==> src/rtl/regfile_pkg.sv <==
// Shared definitions for the register-file writeback arbiter.
// Holds default widths, requester count and the fixed requester IDs.
package regfile_pkg;

    localparam int DEF_XLEN = 32;
    localparam int DEF_AW   = 5;
    localparam int DEF_NREQ = 3;

    // grant index / round-robin pointer width (NREQ is at most 4)
    localparam int PW = 2;

    localparam logic [PW-1:0] REQ_ALU = 2'd0;
    localparam logic [PW-1:0] REQ_LSU = 2'd1;
    localparam logic [PW-1:0] REQ_CSR = 2'd2;

endpackage

==> src/rtl/rr_arbiter.sv <==
// Combinational round-robin select: first valid requester at or above
// the pointer (wrapping), its one-hot grant, index and the next pointer.
// Ports: i_valid, i_ptr in; o_grant, o_idx, o_next_ptr out.
module rr_arbiter
    import regfile_pkg::*;
#(
    parameter int NREQ = DEF_NREQ
) (
    input  logic [NREQ-1:0] i_valid,
    input  logic [PW-1:0]   i_ptr,
    output logic [NREQ-1:0] o_grant,
    output logic [PW-1:0]   o_idx,
    output logic [PW-1:0]   o_next_ptr
);

    logic          w_found;
    logic [PW-1:0] w_j;

    always_comb begin
        o_grant = '0;
        o_idx   = '0;
        w_found = 1'b0;
        w_j     = '0;
        for (int k = 0; k < NREQ; k++) begin
            w_j = PW'((int'(i_ptr) + k) % NREQ);
            if (!w_found && i_valid[w_j]) begin
                w_found      = 1'b1;
                o_grant[w_j] = 1'b1;
                o_idx        = w_j;
            end
        end
    end

    // only consumed by the top when a transfer happens
    assign o_next_ptr = (o_idx == PW'(NREQ - 1)) ? '0 : o_idx + 1'b1;

endmodule

==> src/rtl/regfile_wb_arbiter.sv <==
// Register-file writeback arbiter: round-robin among NREQ requesters,
// registered write port (WE3/A3/WD3/grant_id) and decode forwarding check.
// Ports: clk, rst, flush, req_valid/addr/data in, req_ready out,
// WE3/A3/WD3/grant_id out, chk_addr1/2 in, fwd_hit1/2 and fwd_data out.
module regfile_wb_arbiter
    import regfile_pkg::*;
#(
    parameter int NREQ = DEF_NREQ,
    parameter int XLEN = DEF_XLEN,
    parameter int AW   = DEF_AW
) (
    input  logic                 clk,
    input  logic                 rst,
    input  logic                 flush,
    input  logic [NREQ-1:0]      req_valid,
    input  logic [NREQ*AW-1:0]   req_addr,
    input  logic [NREQ*XLEN-1:0] req_data,
    output logic [NREQ-1:0]      req_ready,
    output logic                 WE3,
    output logic [AW-1:0]        A3,
    output logic [XLEN-1:0]      WD3,
    output logic [1:0]           grant_id,
    input  logic [AW-1:0]        chk_addr1,
    input  logic [AW-1:0]        chk_addr2,
    output logic                 fwd_hit1,
    output logic                 fwd_hit2,
    output logic [XLEN-1:0]      fwd_data
);

    logic [NREQ-1:0] w_grant;
    logic [PW-1:0]   w_idx;
    logic [PW-1:0]   w_next_ptr;
    logic            w_xfer;
    logic [AW-1:0]   w_addr;
    logic [XLEN-1:0] w_data;

    logic [PW-1:0]   r_ptr;
    logic            r_we;
    logic [AW-1:0]   r_a3;
    logic [XLEN-1:0] r_wd;
    logic [PW-1:0]   r_gid;

    rr_arbiter #(
        .NREQ(NREQ)
    ) u_rr (
        .i_valid   (req_valid),
        .i_ptr     (r_ptr),
        .o_grant   (w_grant),
        .o_idx     (w_idx),
        .o_next_ptr(w_next_ptr)
    );

    // reset and flush suppress acceptance in the same cycle
    assign req_ready = (rst || flush) ? '0 : w_grant;
    assign w_xfer    = |(req_valid & req_ready);
    assign w_addr    = req_addr[w_idx*AW +: AW];
    assign w_data    = req_data[w_idx*XLEN +: XLEN];

    always_ff @(posedge clk) begin
        if (rst) begin
            r_we  <= 1'b0;
            r_a3  <= '0;
            r_wd  <= '0;
            r_gid <= REQ_ALU;
            r_ptr <= '0;
        end else if (w_xfer) begin
            // x0 writes are consumed but never reach the file
            r_we  <= (w_addr != '0);
            r_a3  <= w_addr;
            r_wd  <= w_data;
            r_gid <= w_idx;
            r_ptr <= w_next_ptr;
        end else begin
            r_we  <= 1'b0;
        end
    end

    assign WE3      = r_we;
    assign A3       = r_a3;
    assign WD3      = r_wd;
    assign grant_id = r_gid;

    assign fwd_hit1 = r_we & (r_a3 == chk_addr1) & (chk_addr1 != '0);
    assign fwd_hit2 = r_we & (r_a3 == chk_addr2) & (chk_addr2 != '0);
    assign fwd_data = r_wd;

endmodule

==> config.mk <==
export PLATFORM = sky130hd
export DESIGN_NAME = regfile_wb_arbiter
export DESIGN_NICKNAME = d
export VERILOG_FILES = /design/src/rtl/regfile_pkg.sv /design/src/rtl/rr_arbiter.sv /design/src/rtl/regfile_wb_arbiter.sv
export SDC_FILE = /design/constraint.sdc
export NUM_CORES = 1
export LEC_CHECK = 0
export CORE_MARGIN = 2
export CORE_UTILIZATION = 40
export DETAILED_ROUTE_END_ITERATION = 7
export PLACE_DENSITY = 0.95
export SYNTH_ARGS = -nofsm -noshare
export SYNTH_HDL_FRONTEND = slang
export SYNTH_HIERARCHICAL = 1
export SYNTH_SLANG_ARGS = --single-unit
==> constraint.sdc <==
create_clock -name clk -period 5.1 [get_ports clk]
set_input_delay 1.02 -clock clk [delete_from_list [all_inputs] [get_ports clk]]
set_output_delay 1.02 -clock clk [all_outputs]
set_load 0.01 [all_outputs]
==> impl_metrics.env, run 1 <==
export IMPL_most_area_consuming_cells_after_synthesis="sky130_fd_sc_hd__dfxtp_1 (26%), sky130_fd_sc_hd__mux2i_1 (13%), sky130_fd_sc_hd__a211oi_2 (12%)"
export IMPL_wirelength_um=10200
export IMPL_synth_top_area_cell="sky130_fd_sc_hd__dfxtp_1"
export IMPL_fillers=590
export IMPL_fmaxAchievable_mhz=233
export IMPL_core_area_um2=7730
export IMPL_synth_main_ff_cell="sky130_fd_sc_hd__dfxtp_1"
export IMPL_clock_latency_ps=290
export IMPL_finalSetupViolCount=0
export IMPL_max_slew_margin_rel_pct=38.6
export IMPL_multiInputGateArea_um2=1920
export IMPL_syn_to_final_growth_pct=60.8
export IMPL_tightestPinTransition_ps=915
export IMPL_synth_area_um2=3170
export IMPL_syn_inst=380
export IMPL_cts_sinks=42
export IMPL_total_number_of_h_tree_levels=2
export IMPL_worstHoldPathType="flop to flop"
export IMPL_power_leakage_nw=1.84
export IMPL_proportion_of_synthesized_flip_flops_having_asynchronous_set_or_reset_pct=0
export IMPL_vdd_ir_drop_max_v=0.000117
export IMPL_post_cts_resized=0
export IMPL_post_route_period_util_pct=84.0
export IMPL_worstPathCellList="clkdlybuf4s50_1, nor2b_1, a21oi_2, inv_2, mux2i_4, mux2_2, and2_1, clkdlybuf4s50_1"
export IMPL_firstDrtPassIters=4
export IMPL_postSynthAreaPerCell_um2=8.35
export IMPL_slowest_stage_cell_on_the_critical_path="sky130_fd_sc_hd__clkdlybuf4s50_1"
export IMPL_synthDominantCellAreaShare_pct=26.5
export IMPL_globalRouteOverflowTotal=0
export IMPL_wire_length_of_the_first_global_routing_pass_um=15800
export IMPL_dp_hpwl_um=8010
export IMPL_numCtsBuffers=5
export IMPL_final_report_max_slew_violation_count=0
export IMPL_fin_crit_ps=4280
export IMPL_net_switching_power_figure_mw=0.384
export IMPL_finalHoldViolCount=0
export IMPL_synth_most_common_cell="sky130_fd_sc_hd__nor2_1"
export IMPL_slowest_delay_ps=530
export IMPL_drv_max_cap_violation_count=0
export IMPL_startpoint_type="input port"
export IMPL_worst_ep_arrival_time_ps=3260
export IMPL_clk_pin_slew_worst_paths_ps=80
export IMPL_synth_edf_count=0
export IMPL_number_of_global_route_vias_before_repair=3346
export IMPL_worst_setup_path_end_kind="output pin"
export IMPL_synth_fp_nets=511
export IMPL_synth_commonest_cells="sky130_fd_sc_hd__nor2_1 (76), sky130_fd_sc_hd__a21oi_1 (46), sky130_fd_sc_hd__dfxtp_1 (42)"
export IMPL_grt_setup_unrepaired="false"
export IMPL_fin_skew_ps=4.84
export IMPL_num_vias=3356
export IMPL_cts_hold_repair_buffers=0
export IMPL_start_util_pct=41.1
export IMPL_ys_ff_latch=42
export IMPL_synth_seq_area_share_pct=26.5
export IMPL_fin_tns_setup_ps=0
export IMPL_cts_tree="built"
export IMPL_row_count=32
export IMPL_worstPathRequired_ps=4080
export IMPL_wl_per_cell_um=16.0
export IMPL_worst_hold_slack_ps=468
export IMPL_pwr_share_seq_pct=32.5
export IMPL_number_of_antenna_cells_inserted=0
export IMPL_run_status="complete, no violations"
export IMPL_yosys_warnings=6
export IMPL_initialDrtViolationCount=63
export IMPL_post_cts_repair_setup_buffers=0
export IMPL_finish_net_count=665
export IMPL_p_clk_share_pct=21.8
export IMPL_timing_setup_critical_path_class="input port to output pin"
export IMPL_timing_critical_path_fanout_max=8
export IMPL_grt_usage_pct=22.5
export IMPL_comb_power_share_pct=45.8
export IMPL_ant_nets=0
export IMPL_finalWeightedCongestion=0.911
export IMPL_fraction_of_layout_cells_with_a_size_suffix_above_1_pct=10.1
export IMPL_yosys_cell_types_count=44
export IMPL_boundaryPins=204
export IMPL_antenna_found_initial=0
export IMPL_drc=0
export IMPL_grt_max_degree=44
export IMPL_cts_buffer_depth=2
export IMPL_placement_io_buffers=203
export IMPL_chipWidth_um=93.1
export IMPL_fp_dieArea_um2=8660
export IMPL_power_internal_mw=0.801
export IMPL_regArea_um2=841
export IMPL_power_switching_fraction_pct=32.4
export IMPL_drt_vias_per_instance=5.27
export IMPL_cts_root_buffer="sky130_fd_sc_hd__clkbuf_8"
export IMPL_critical_path_top_delay_family="buffers and inverters"
export IMPL_crit_buf_inv=3
export IMPL_crit_path_frequent_cell="sky130_fd_sc_hd__clkdlybuf4s50_1"
export IMPL_die_h_um=93.1
export IMPL_power_density_nw_per_um2=232
-- cells by family after synthesis --
group	after synthesis	share of synthesized area, %
AOI/OAI and AO/OA	104	25.7
buffers and inverters	65	13.2
muxes	43	14.0
and+or+nand+nor	114	16.8
adders and majority gates	4	1.58
xor gates and xnor gates	8	2.21
DFF	42	26.5
-- per-layer routing --
| metal | vias to the layer above | part of all wire, % | global-route usage [%] | wire, um |
|---|---|---|---|---|
| met2 | 148 | 54 | 44.3 | 5520 |
| met5 | - | 0 | 0 | 0 |
| li1 | 1619 | - | - | - |
| met1 | 1581 | 37 | 24.3 | 3750 |
| met3 | 8 | 8.6 | 5.56 | 877 |
| met4 | 0 | 0.70 | 3.68 | 72 |
-- worst paths after layout --
check	from	end	slack (ps)	cells past startpoint
worst max-delay path	req_valid[0]	req_ready[0]	820	8
worst min-delay path	grant_id[0]	grant_id[0]	470	2
worst max register to register	r_ptr[1]	WD3[22]	1520	11
worst min register to register	grant_id[0]	grant_id[0]	470	2
-- power by group through the flow --
stage	clock, mW	combinational (mW)	sequential, mW
after floorplan	0	0.311	0.399
after global placement	0	0.526	0.391
after detailed placement	0	0.542	0.393
after CTS	0.263	0.544	0.385
after global routing	0.275	0.587	0.389
final	0.258	0.542	0.385
-- final cells by class --
cell class	count	area share [%]
timing repair buffer	208	40.9
multi-input combinational	273	37.7
sequential	42	16.5
clock inverter	1	0.588
tap	102	2.50
clock buffer	7	1.50
inverter	4	0.294
-- registers in the layout (all words and copies together) (netlist names) --
| name | cells |
|---|---|
| WE3 | 1 |
| r_ptr | 2 |
| WD3 | 32 |
| grant_id | 2 |
| A3 | 5 |
-- stage by stage --
stage / instances / setup slack, ps / total power, mW / area (um2) / utilization (%)
floorplan: 380 / 2010 / 0.711 / 3170 / -
global placement: 629 / 934 / 0.917 / 5000 / 64.7
detailed placement: 629 / 767 / 0.935 / 5000 / 64.7
CTS: 637 / 834 / 1.19 / 5100 / 66.0
global route: 637 / 669 / 1.25 / 5100 / 66.0
finish: 637 / 816 / 1.19 / 5100 / 66.0
-- cells in the final DEF, fill, tap and decap left out, types with 2 or more instances in the layout --
| cell type | count |
|---|---|
| sky130_fd_sc_hd__a211oi_1 | 8 |
| sky130_fd_sc_hd__a211oi_2 | 30 |
| sky130_fd_sc_hd__a21oi_1 | 46 |
| sky130_fd_sc_hd__and2_1 | 3 |
| sky130_fd_sc_hd__buf_12 | 2 |
| sky130_fd_sc_hd__buf_4 | 3 |
| sky130_fd_sc_hd__clkbuf_1 | 2 |
| sky130_fd_sc_hd__clkbuf_8 | 5 |
| sky130_fd_sc_hd__clkdlybuf4s50_1 | 202 |
| sky130_fd_sc_hd__dfxtp_1 | 42 |
| sky130_fd_sc_hd__ha_1 | 4 |
| sky130_fd_sc_hd__inv_1 | 3 |
| sky130_fd_sc_hd__mux2_2 | 2 |
| sky130_fd_sc_hd__mux2i_1 | 40 |
| sky130_fd_sc_hd__nand2_1 | 13 |
| sky130_fd_sc_hd__nand3_1 | 3 |
| sky130_fd_sc_hd__nor2_1 | 76 |
| sky130_fd_sc_hd__nor2b_1 | 4 |
| sky130_fd_sc_hd__nor3_1 | 4 |
| sky130_fd_sc_hd__nor4bb_2 | 2 |
| sky130_fd_sc_hd__o21a_1 | 2 |
| sky130_fd_sc_hd__o21ai_0 | 4 |
| sky130_fd_sc_hd__o21ai_1 | 2 |
| sky130_fd_sc_hd__o22ai_1 | 2 |
| sky130_fd_sc_hd__xnor2_1 | 2 |
| sky130_fd_sc_hd__xor2_1 | 6 |
-- worst reg2reg max path: cells and delay by family (launching register included) --
family | cells | cell delay [ps]
buffers and inverters | 2 | 400
AND/OR/NAND/NOR | 4 | 1090
AO/OA/AOI/OAI | 4 | 1270
flip-flops | 1 | 350
adder cells (fa/ha/maj) | 1 | 390
(Power assumes the default switching activity.)
==> run 2, diff against run 1 <==
--- a/config.mk
+++ b/config.mk
@@ -6,9 +6,9 @@
 export NUM_CORES = 1
 export LEC_CHECK = 0
 export CORE_MARGIN = 2
-export CORE_UTILIZATION = 40
+export CORE_UTILIZATION = 37
 export DETAILED_ROUTE_END_ITERATION = 7
-export PLACE_DENSITY = 0.95
+export PLACE_DENSITY = 0.92
 export SYNTH_ARGS = -nofsm -noshare
 export SYNTH_HDL_FRONTEND = slang
 export SYNTH_HIERARCHICAL = 1
==> constraint.sdc (replaced) <==
create_clock -name clk -period 4 [get_ports clk]
set_input_delay 0.8 -clock clk [delete_from_list [all_inputs] [get_ports clk]]
set_output_delay 0.8 -clock clk [all_outputs]
set_load 0.01 [all_outputs]
==> impl_metrics.env, run 2 (synthesis results as in run 1) <==
export IMPL_tightestPinTransition_ps=670
export IMPL_globalRouteOverflowTotal=0
export IMPL_clock_latency_ps=290
export IMPL_largest_reg_flops=32
export IMPL_top_metal_layer_carrying_routed_signals="met4"
export IMPL_dp_hpwl_um=8230
export IMPL_wire_length_of_the_first_global_routing_pass_um=16600
export IMPL_start_util_pct=38.4
export IMPL_cts_buffer_depth=2
export IMPL_timing_setup_critical_path_class="input port to output pin"
export IMPL_layout_commonest_cell="sky130_fd_sc_hd__clkdlybuf4s50_1"
export IMPL_wl_per_cell_um=16.5
export IMPL_detailroute_wirelength_met2_um=5600
export IMPL_run_status="complete, no violations"
export IMPL_startpoint_type="input port"
export IMPL_fmaxAchievable_mhz=259
export IMPL_finalHoldViolCount=0
export IMPL_cts_tree="built"
export IMPL_crit_path_frequent_cell="sky130_fd_sc_hd__clkdlybuf4s50_1"
export IMPL_worstPathRequired_ps=3200
export IMPL_die_h_um=96.6
export IMPL_initialDrtViolationCount=115
export IMPL_fin_crit_ps=3860
export IMPL_grt_setup_unrepaired="false"
export IMPL_post_route_period_util_pct=96.5
export IMPL_drv_max_cap_violation_count=0
export IMPL_power_density_nw_per_um2=296
export IMPL_fillers=688
export IMPL_cts_hold_repair_buffers=0
export IMPL_post_cts_resized=0
export IMPL_fp_dieArea_um2=9340
export IMPL_power_leakage_nw=1.85
export IMPL_slowest_stage_cell_on_the_critical_path="sky130_fd_sc_hd__clkdlybuf4s50_1"
export IMPL_critical_path_top_delay_family="buffers and inverters"
export IMPL_syn_to_final_growth_pct=62.0
export IMPL_final_report_max_slew_violation_count=0
export IMPL_number_of_antenna_cells_inserted=0
export IMPL_placement_io_buffers=203
export IMPL_cts_root_buffer="sky130_fd_sc_hd__clkbuf_8"
export IMPL_firstDrtPassIters=4
export IMPL_max_slew_margin_rel_pct=55.4
export IMPL_fraction_of_layout_cells_with_a_size_suffix_above_1_pct=10.6
export IMPL_grt_usage_pct=21.3
export IMPL_finalWeightedCongestion=0.937
export IMPL_slowest_delay_ps=570
export IMPL_num_vias=3418
export IMPL_timing_critical_path_fanout_max=9
export IMPL_boundaryPins=204
export IMPL_clk_pin_slew_worst_paths_ps=80
export IMPL_ant_nets=0
export IMPL_wirelength_um=10600
export IMPL_numCtsBuffers=5
export IMPL_dp_cells=635
export IMPL_post_cts_repair_setup_buffers=0
export IMPL_worstPathCellList="clkdlybuf4s50_1, and2b_1, nor4bb_4, o21ai_0, a21oi_1, and2_1, clkdlybuf4s50_1"
export IMPL_drt_vias_per_instance=5.32
export IMPL_finish_net_count=668
export IMPL_core_area_um2=8260
export IMPL_vdd_ir_drop_max_v=0.000166
export IMPL_fin_tns_setup_ps=0
export IMPL_worst_setup_path_end_kind="output pin"
export IMPL_worst_ep_arrival_time_ps=3060
export IMPL_total_number_of_h_tree_levels=2
export IMPL_drc=0
export IMPL_final_cell_mix="sky130_fd_sc_hd__clkdlybuf4s50_1 (202), sky130_fd_sc_hd__nor2_1 (76), sky130_fd_sc_hd__a21oi_1 (46), sky130_fd_sc_hd__dfxtp_1 (42), sky130_fd_sc_hd__mux2i_1 (40)"
export IMPL_number_of_global_route_vias_before_repair=3333
export IMPL_fin_skew_ps=4.59
export IMPL_crit_buf_inv=2
export IMPL_antenna_found_initial=0
export IMPL_fin_cells=643
export IMPL_grt_max_degree=78
export IMPL_wl_met1_um=4100
export IMPL_worstHoldPathType="flop to flop"
export IMPL_row_count=33
export IMPL_chipWidth_um=96.6
export IMPL_cts_sinks=42
export IMPL_finalSetupViolCount=0
export IMPL_met3_wirelength_um=760
run 2: changes by cell type in the layout (fill, tap and decap cells not counted):
| cell | delta |
|---|---|
| sky130_fd_sc_hd__buf_4 | +2 |
| sky130_fd_sc_hd__buf_12 | +1 |
run 2: layer usage:
layer  up-vias  GRT usage (%)
met5         -              0
met1      1609           24.8
met4         0           4.98
met2       174           39.7
li1       1622              -
met3        13           4.70
run 2: where the power goes:
group          leakage (nW)  total, mW  switching [mW]  internal (mW)
Clock                0.0524      0.331           0.144          0.187
Combinational          1.46      0.700           0.316          0.384
Sequential            0.343      0.492          0.0369          0.455
Total                  1.85       1.52           0.497           1.03
run 2: worst paths after layout:
check / from / endpoint / slack [ps] / depth (start not counted)
hold / removal: grant_id[0] / grant_id[0] / 470 / 2
setup / recovery: req_valid[1] / req_ready[2] / 140 / 7
hold reg to reg: grant_id[0] / grant_id[0] / 470 / 2
setup reg to reg: r_ptr[1] / grant_id[1] / 840 / 11
run 2: area by class of cell:
| class | instances | area, um2 | area share (%) |
|---|---|---|---|
| repair buffers | 211 | 2120 | 41.3 |
| multi-input cells | 273 | 1920 | 37.4 |
| flip-flops and latches | 42 | 841 | 16.4 |
| well taps | 105 | 131 | 2.55 |
| clock buffers | 7 | 76.3 | 1.48 |
| clock inverters | 1 | 30.0 | 0.584 |
| inverters | 4 | 15.0 | 0.292 |
run 2: tightest hold or removal path: cells and delay by family, from the launching register on:
kind             cells  cell delay [ps]
AO/OA/AOI/OAI        1               50
flip-flops           1              320
AND/OR/NAND/NOR      1               50
run 2: per-stage QoR:
step / utilization [%] / hold slack, ps / cell area (um2) / power, mW / worst slack (ps)
2_1_floorplan: - / 465 / 3170 / 0.906 / 1220
3_3_place_gp: 61.0 / 443 / 5040 / 1.18 / 329
3_5_place_dp: 61.0 / 451 / 5040 / 1.20 / 164
4_1_cts: 62.3 / 469 / 5140 / 1.54 / 166
5_1_grt: 62.3 / 503 / 5140 / 1.61 / 25.6
6_report: 62.3 / 466 / 5140 / 1.52 / 141
==> run 3, diff against run 2 <==
--- a/config.mk
+++ b/config.mk
@@ -5,10 +5,11 @@
 export SDC_FILE = /design/constraint.sdc
 export NUM_CORES = 1
 export LEC_CHECK = 0
-export CORE_MARGIN = 2
-export CORE_UTILIZATION = 37
+export CORE_AREA = 2 2 78 80
 export DETAILED_ROUTE_END_ITERATION = 7
-export PLACE_DENSITY = 0.92
+export DIE_AREA = 0 0 80 82
+export DONT_BUFFER_PORTS = 1
+export PLACE_DENSITY = 0.81
 export SYNTH_ARGS = -nofsm -noshare
 export SYNTH_HDL_FRONTEND = slang
 export SYNTH_HIERARCHICAL = 1
==> impl_metrics.env, run 3 (synthesis results as in run 1) <==
export IMPL_run_status="complete, no violations"
export IMPL_antenna_found_initial=0
export IMPL_cts_sinks=42
export IMPL_numCtsBuffers=5
export IMPL_cts_root_buffer="sky130_fd_sc_hd__clkbuf_8"
export IMPL_number_of_global_route_vias_before_repair=2346
export IMPL_top_metal_layer_carrying_routed_signals="met4"
export IMPL_worst_ep_arrival_time_ps=3820
export IMPL_wire_length_of_the_first_global_routing_pass_um=11300
export IMPL_placement_io_buffers=0
export IMPL_fillers=530
export IMPL_worstHoldPathType="flop to flop"
export IMPL_power_leakage_nw=1.09
export IMPL_max_slew_margin_rel_pct=42.2
export IMPL_largest_reg_flops=32
export IMPL_drt_vias_per_instance=6.24
export IMPL_fp_dieArea_um2=6560
export IMPL_initialDrtViolationCount=111
export IMPL_num_vias=2547
export IMPL_wl_met1_um=3160
export IMPL_grt_usage_pct=21.9
export IMPL_timing_critical_path_from="r_ptr[1]"
export IMPL_core_area_um2=5750
export IMPL_cts_hold_repair_buffers=0
export IMPL_fin_crit_ps=3620
export IMPL_layout_commonest_cell="sky130_fd_sc_hd__nor2_1"
export IMPL_fmaxAchievable_mhz=276
export IMPL_post_route_period_util_pct=90.4
export IMPL_globalRouteOverflowTotal=0
export IMPL_vdd_ir_drop_max_v=0.000240
export IMPL_ant_nets=0
export IMPL_cts_buffer_depth=2
export IMPL_total_number_of_h_tree_levels=2
export IMPL_power_density_nw_per_um2=412
export IMPL_startpoint_type="flop"
export IMPL_fraction_of_layout_cells_with_a_size_suffix_above_1_pct=16.8
export IMPL_boundaryPins=204
export IMPL_timing_critical_path_fanout_max=41
export IMPL_timing_setup_critical_path_class="flop to flop"
export IMPL_syn_to_final_growth_pct=-4.02
export IMPL_worst_setup_path_end_kind="flop"
export IMPL_clock_latency_ps=290
export IMPL_final_report_max_slew_violation_count=0
export IMPL_worstPathRequired_ps=4200
export IMPL_wl_per_cell_um=18.9
export IMPL_finalSetupViolCount=0
export IMPL_postLayoutCoreUtil_pct=53.0
export IMPL_post_cts_repair_setup_buffers=0
export IMPL_fin_skew_ps=5.54
export IMPL_drv_max_cap_violation_count=0
export IMPL_r2r_startpoint="r_ptr[1]"
export IMPL_grt_max_degree=45
export IMPL_post_cts_resized=0
export IMPL_firstDrtPassIters=4
export IMPL_row_count=28
export IMPL_grt_setup_unrepaired="false"
export IMPL_holdCritStartpoint="r_ptr[0]"
export IMPL_tightestPinTransition_ps=866
export IMPL_detailroute_wirelength_met2_um=3900
export IMPL_number_of_antenna_cells_inserted=0
export IMPL_chipWidth_um=80
export IMPL_met3_wirelength_um=603
export IMPL_finalWeightedCongestion=0.835
export IMPL_clk_pin_slew_worst_paths_ps=80
export IMPL_start_util_pct=55.2
export IMPL_dp_hpwl_um=5700
export IMPL_die_h_um=82
export IMPL_drc=0
export IMPL_wirelength_um=7720
export IMPL_finalHoldViolCount=0
export IMPL_finish_net_count=464
export IMPL_fin_tns_setup_ps=0
export IMPL_cts_tree="built"
export IMPL_final_cell_mix="sky130_fd_sc_hd__nor2_1 (76), sky130_fd_sc_hd__a21oi_1 (46), sky130_fd_sc_hd__dfxtp_1 (42), sky130_fd_sc_hd__mux2i_1 (40), sky130_fd_sc_hd__a211oi_2 (30)"
==> run 3: changes by cell type in the layout (fill, tap and decap cells not counted), sizes merged <==
cell	before	now
clkbuf	7	6
buf	9	7
clkdlybuf4s50	202	0
==> run 3: layout make-up <==
cell class,count,area [um2],area share (%)
Inverter,4,15.0,0.493
Timing Repair Buffer,7,65.1,2.14
Sequential cell,42,841,27.6
Clock inverter,1,30.0,0.986
Multi-Input combinational cell,273,1920,63.0
Tap cell,75,93.8,3.08
Clock buffer,6,82.6,2.71
==> run 3: per-layer routing <==
metal	up-vias	track usage [%]
met5	-	0
met4	0	4.92
met3	6	5.38
met2	146	40.3
met1	1182	25.6
li1	1213	-
==> run 3: path summary, 6_finish.rpt <==
path                   end  slack, ps  cells after the start
hold reg to reg   r_ptr[0]        500                      2
hold / removal    r_ptr[0]        500                      2
setup reg to reg   WD3[24]        380                     11
setup / recovery   WD3[24]        380                     11
==> run 3: worst max-delay path, cell delays in order (launching register included) <==
cell and delay (ps):
sky130_fd_sc_hd__dfxtp_1 350, sky130_fd_sc_hd__inv_1 80, sky130_fd_sc_hd__ha_1 390, sky130_fd_sc_hd__and2b_1 290
sky130_fd_sc_hd__nor4bb_4 340, sky130_fd_sc_hd__o21ai_0 140, sky130_fd_sc_hd__a21oi_1 210, sky130_fd_sc_hd__nor4bb_2 360
sky130_fd_sc_hd__a311o_2 750, sky130_fd_sc_hd__buf_12 310, sky130_fd_sc_hd__nor2_1 90, sky130_fd_sc_hd__a211oi_2 210
==> run 3: power by group <==
group | switching [mW] | internal, mW
clock network | 0.143 | 0.200
registers | 0.0733 | 0.455
logic | 0.216 | 0.167
total | 0.432 | 0.822
==> run 3: stage by stage <==
step	hold slack (ps)	area [um2]	total power, mW	worst slack, ps	std cells
after floorplan	465	3170	0.906	1220	380
after global placement	471	2930	0.905	601	401
after detailed placement	490	2930	0.921	417	401
after CTS	504	3050	1.26	389	408
after global routing	539	3050	1.33	86.2	408
final	504	3050	1.25	382	408
==> variant 1 (settings of run 2) <==
`DEF_AW`: 5 -> 6.
--- a/src/rtl/regfile_pkg.sv
+++ b/src/rtl/regfile_pkg.sv
@@ -3,7 +3,7 @@
 package regfile_pkg;
 
     localparam int DEF_XLEN = 32;
-    localparam int DEF_AW   = 5;
+    localparam int DEF_AW   = 6;
     localparam int DEF_NREQ = 3;
 
     // grant index / round-robin pointer width (NREQ is at most 4)
Ports: changed (resized A3, chk_addr1, chk_addr2 and req_addr); port bits go from 204 to 210. No check against the original RTL was run, so the function may have changed too.
==> variant 1 against run 2 <==
Fmax grew 1.4%. Wire length shrank 6.1%. Clock skew grew 0.0017 ns. Final area shrank 0.56%. Sequential cell count grew 1. Register-to-register slack gained 0.03 ns. Worst setup slack gained 0.055 ns. Synthesized area shrank 1.9%. Total power shrank 1.3%. Die area shrank 1.8%. Cell count grew 1.2%.
==> variant 1: results <==
[critical_path]
crit_arrival_ns = 3.00
slowest_delay_ns = 0.52
worstRegToRegCells = 10

[placed_design]
place_area_um2 = 5000
place_congestion = 0.897
dp_hpwl_um = 7890
place_ws_ns = 0.245
io_buffer_count = 209

[power_and_ir_drop]
ir_worst_vdd_mv = 0.222

[yosys]
synth.top_cells.by_count = nor2_1, mux2i_1, dfxtp_1, a21oi_1, buf_4
synth_nets = 518

[global_route]
grt_use_total_pct = 20.6
grt_max_degree = 74
grt_pass1_vias = 3145
met2_usage_pct = 37.8
grt_first_pass_wirelength_um = 14900
grtUsageMet3_pct = 4.70

[detailed_routing]
wl_um = 9950
route.met3.wl_um = 812
wirelength_met1_um = 3830

[cells_and_area]
regArea_um2 = 861
utilization_pct = 62.5
n_fill_cell = 690

[sta]
worst_pin_slew_ns = 0.474

[status]
status = finished, final reports clean
-- variant 1: cell types whose count changed after synthesis, moves of 3 or more --
cell | run 2 | this run
nand2_1 | 13 | 5
a211oi_1 | 8 | 33
mux2i_1 | 40 | 50
o2bb2ai_1 | 1 | 6
nor2_1 | 76 | 79
xnor2_1 | 2 | 8
a21oi_1 | 46 | 38
xor2_1 | 6 | 2
buf_2 | 11 | 8
a211oi_2 | 30 | 0
-- variant 1: cell families (layout without fill, tap and decap cells) --
group	Yosys count	in the layout	share of synthesized area (%)
AOI/OAI and AO/OA	97	97	20.3
xor gates and xnor gates	10	10	2.81
buffers and inverters	66	230	13.7
DFF	43	43	27.6
adders and majority gates	4	4	1.61
and+or+nand+nor	109	109	16.4
muxes	53	53	17.5
-- variant 1: path summary, 6_finish.rpt --
path	start	end	slack [ns]
worst min-delay path	grant_id[1]	grant_id[1]	0.50
worst max-delay path	req_valid[0]	req_ready[0]	0.20
worst min register to register	grant_id[1]	grant_id[1]	0.50
worst max register to register	r_ptr[0]	WE3	0.87
==> variant 2 (flow settings as in run 2) <==
Without the edit above. Reset style: asynchronous (`rst`), changed in one clocked block.
--- a/src/rtl/regfile_wb_arbiter.sv
+++ b/src/rtl/regfile_wb_arbiter.sv
@@ -56,7 +56,7 @@
     assign w_addr    = req_addr[w_idx*AW +: AW];
     assign w_data    = req_data[w_idx*XLEN +: XLEN];
 
-    always_ff @(posedge clk) begin
+    always_ff @(posedge clk or posedge rst) begin
         if (rst) begin
             r_we  <= 1'b0;
             r_a3  <= '0;
Check against the original RTL: differs if rst is asserted again (counterexample within 4 cycles, from zero or initial values and one cycle with rst high); with rst held inactive, the same outputs for 4 cycles.
==> variant 2 against run 2 <==
Clock skew is 0.0044 ns higher. Synthesized area is 0.28% higher. Sequential cell count stayed put. Final area is 0.39% higher. Sequential share of layout area is 4.0 points higher. Worst setup slack better by 0.071 ns. Wire length is 6.4% lower. Critical endpoint unchanged. Largest cell class unchanged. Highest routed layer unchanged.
Power is not compared: it rests on default switching activity, and its combinational part moved more than twofold at a synthesized area within 25%.
==> variant 2: results <==
[status]
status = finished, final reports clean

[cells_and_area]
layout-drive-gt1-share_pct = 11.7
stdcell_count = 593
num-nets-final = 619

[critical_path]
worstRegToRegCells = 10
reg2reg_to = WD3[20]
crit_slowest_cell = clkdlybuf4s50_1
slowest_delay_ns = 0.58
crit_arrival_ns = 2.99
rr_startpoint = r_ptr[0]
r2r_slack_ns = 0.90

[yosys]
syn_avg_cell_area_um2 = 9.79
ys_seq_area_share_pct = 33.0
synth_nets = 456
synth.top_cells.by_count = dfrtp_1, mux2i_1, nand2_1, buf_4, o21ai_0
ys_top_cells_by_area = dfrtp_1, mux2i_1, mux2_2
ys.flop_type = dfrtp_1
synth_cell_type_count = 44
async_flop_share_pct = 100

[placed_design]
place_congestion = 0.847
place_area_um2 = 5050
dp.cells = 586
dp_hpwl_um = 7770

[detailed_routing]
vias_per_cell = 5.00
avgRoutedWirePerCell_um = 16.7
wl_met2_um = 5490
route.met3.wl_um = 592
wirelength_met1_um = 3680
dr.first_iter.drc_count = 85

[hold_path]
worstHoldStart = grant_id[0]
min_path_cells = 1

[global_route]
grt_first_pass_wirelength_um = 15900
grt_use_total_pct = 20.8
grt_max_degree = 43
grt_pass1_vias = 3203

[sta]
worst_pin_slew_ns = 0.901
fin_skew_ns = 0.00903

[cts]
ctsRootBufferMaster = clkbuf_8

[power_and_ir_drop]
total_leakage_power_uw = 0.00202
variant 2: changes by cell type in the layout (fill, tap and decap cells not counted), sizes merged, moves of 3 or more:
cell and change:
buf -4, dfxtp -42, dfrtp +42, o21ai +31, a211oi -36, xor2 -3
nor2 -73, nand2 +25, mux2 +40, xnor2 +3, a21oi -38, o2bb2ai +3
variant 2: per-stage QoR:
| stage | hold slack (ns) | total power (uW) | worst slack (ns) |
|---|---|---|---|
| 6_report | 0.513 | 3670 | 0.212 |
| 5_1_grt | 0.542 | 3930 | 0.0863 |
| 3_3_place_gp | 0.474 | 3270 | 0.289 |
| 4_1_cts | 0.516 | 3700 | 0.216 |
| 3_5_place_dp | 0.496 | 3340 | 0.233 |
| 2_1_floorplan | 0.517 | 2390 | 1.18 |
variant 2: metal layers:
metal	track usage (%)	up-vias
li1	-	1442
met1	22.3	1412
met2	40.2	102
met3	5.06	10
met4	5.96	0
met5	0	-
variant 2: power breakdown:
group | total (uW) | internal [uW] | switching [uW]
sequential | 838 | 639 | 200
combinational | 2490 | 1370 | 1120
clock | 342 | 200 | 142
total | 3670 | 2210 | 1460
variant 2: critical path, delay by kind of cell:
family                 cells  cell delay (ns)
AOI/OAI and AO/OA          2             0.27
buffers and inverters      2             1.11
and+or+nand+nor            3             0.80
variant 2: logic make-up (layout without fill, tap and decap cells):
family                   after synthesis  count (layout)  synth area share, %
adder cells (fa/ha/maj)                4               4                 1.57
buffers and inverters                 58             221                 12.1
AND/OR/NAND/NOR                       68              68                 11.1
multiplexers                          83              83                 28.1
XOR/XNOR                               8               8                 2.20
AO/OA/AOI/OAI                         62              62                 11.8
flip-flops                            42              42                 33.0
variant 2: worst max path at each step:
stage | endpoint | slack [ns] | depth (start not counted)
after floorplan | WD3[0] | 1.18 | 9
after global placement | req_ready[2] | 0.29 | 7
after detailed placement | req_ready[0] | 0.23 | 8
after CTS | req_ready[2] | 0.22 | 7
after global routing | req_ready[0] | 0.09 | 8
final | req_ready[2] | 0.21 | 7
variant 2: layout make-up:
cell class,instances,area (um^2)
Fill cell,682,3100
Inverter,6,22.5
Timing Repair Buffer,208,2090
Multi-Input combinational cell,225,1750
Clock buffer,6,82.6
Clock inverter,1,30.0
Sequential cell,42,1050
Tap cell,105,131
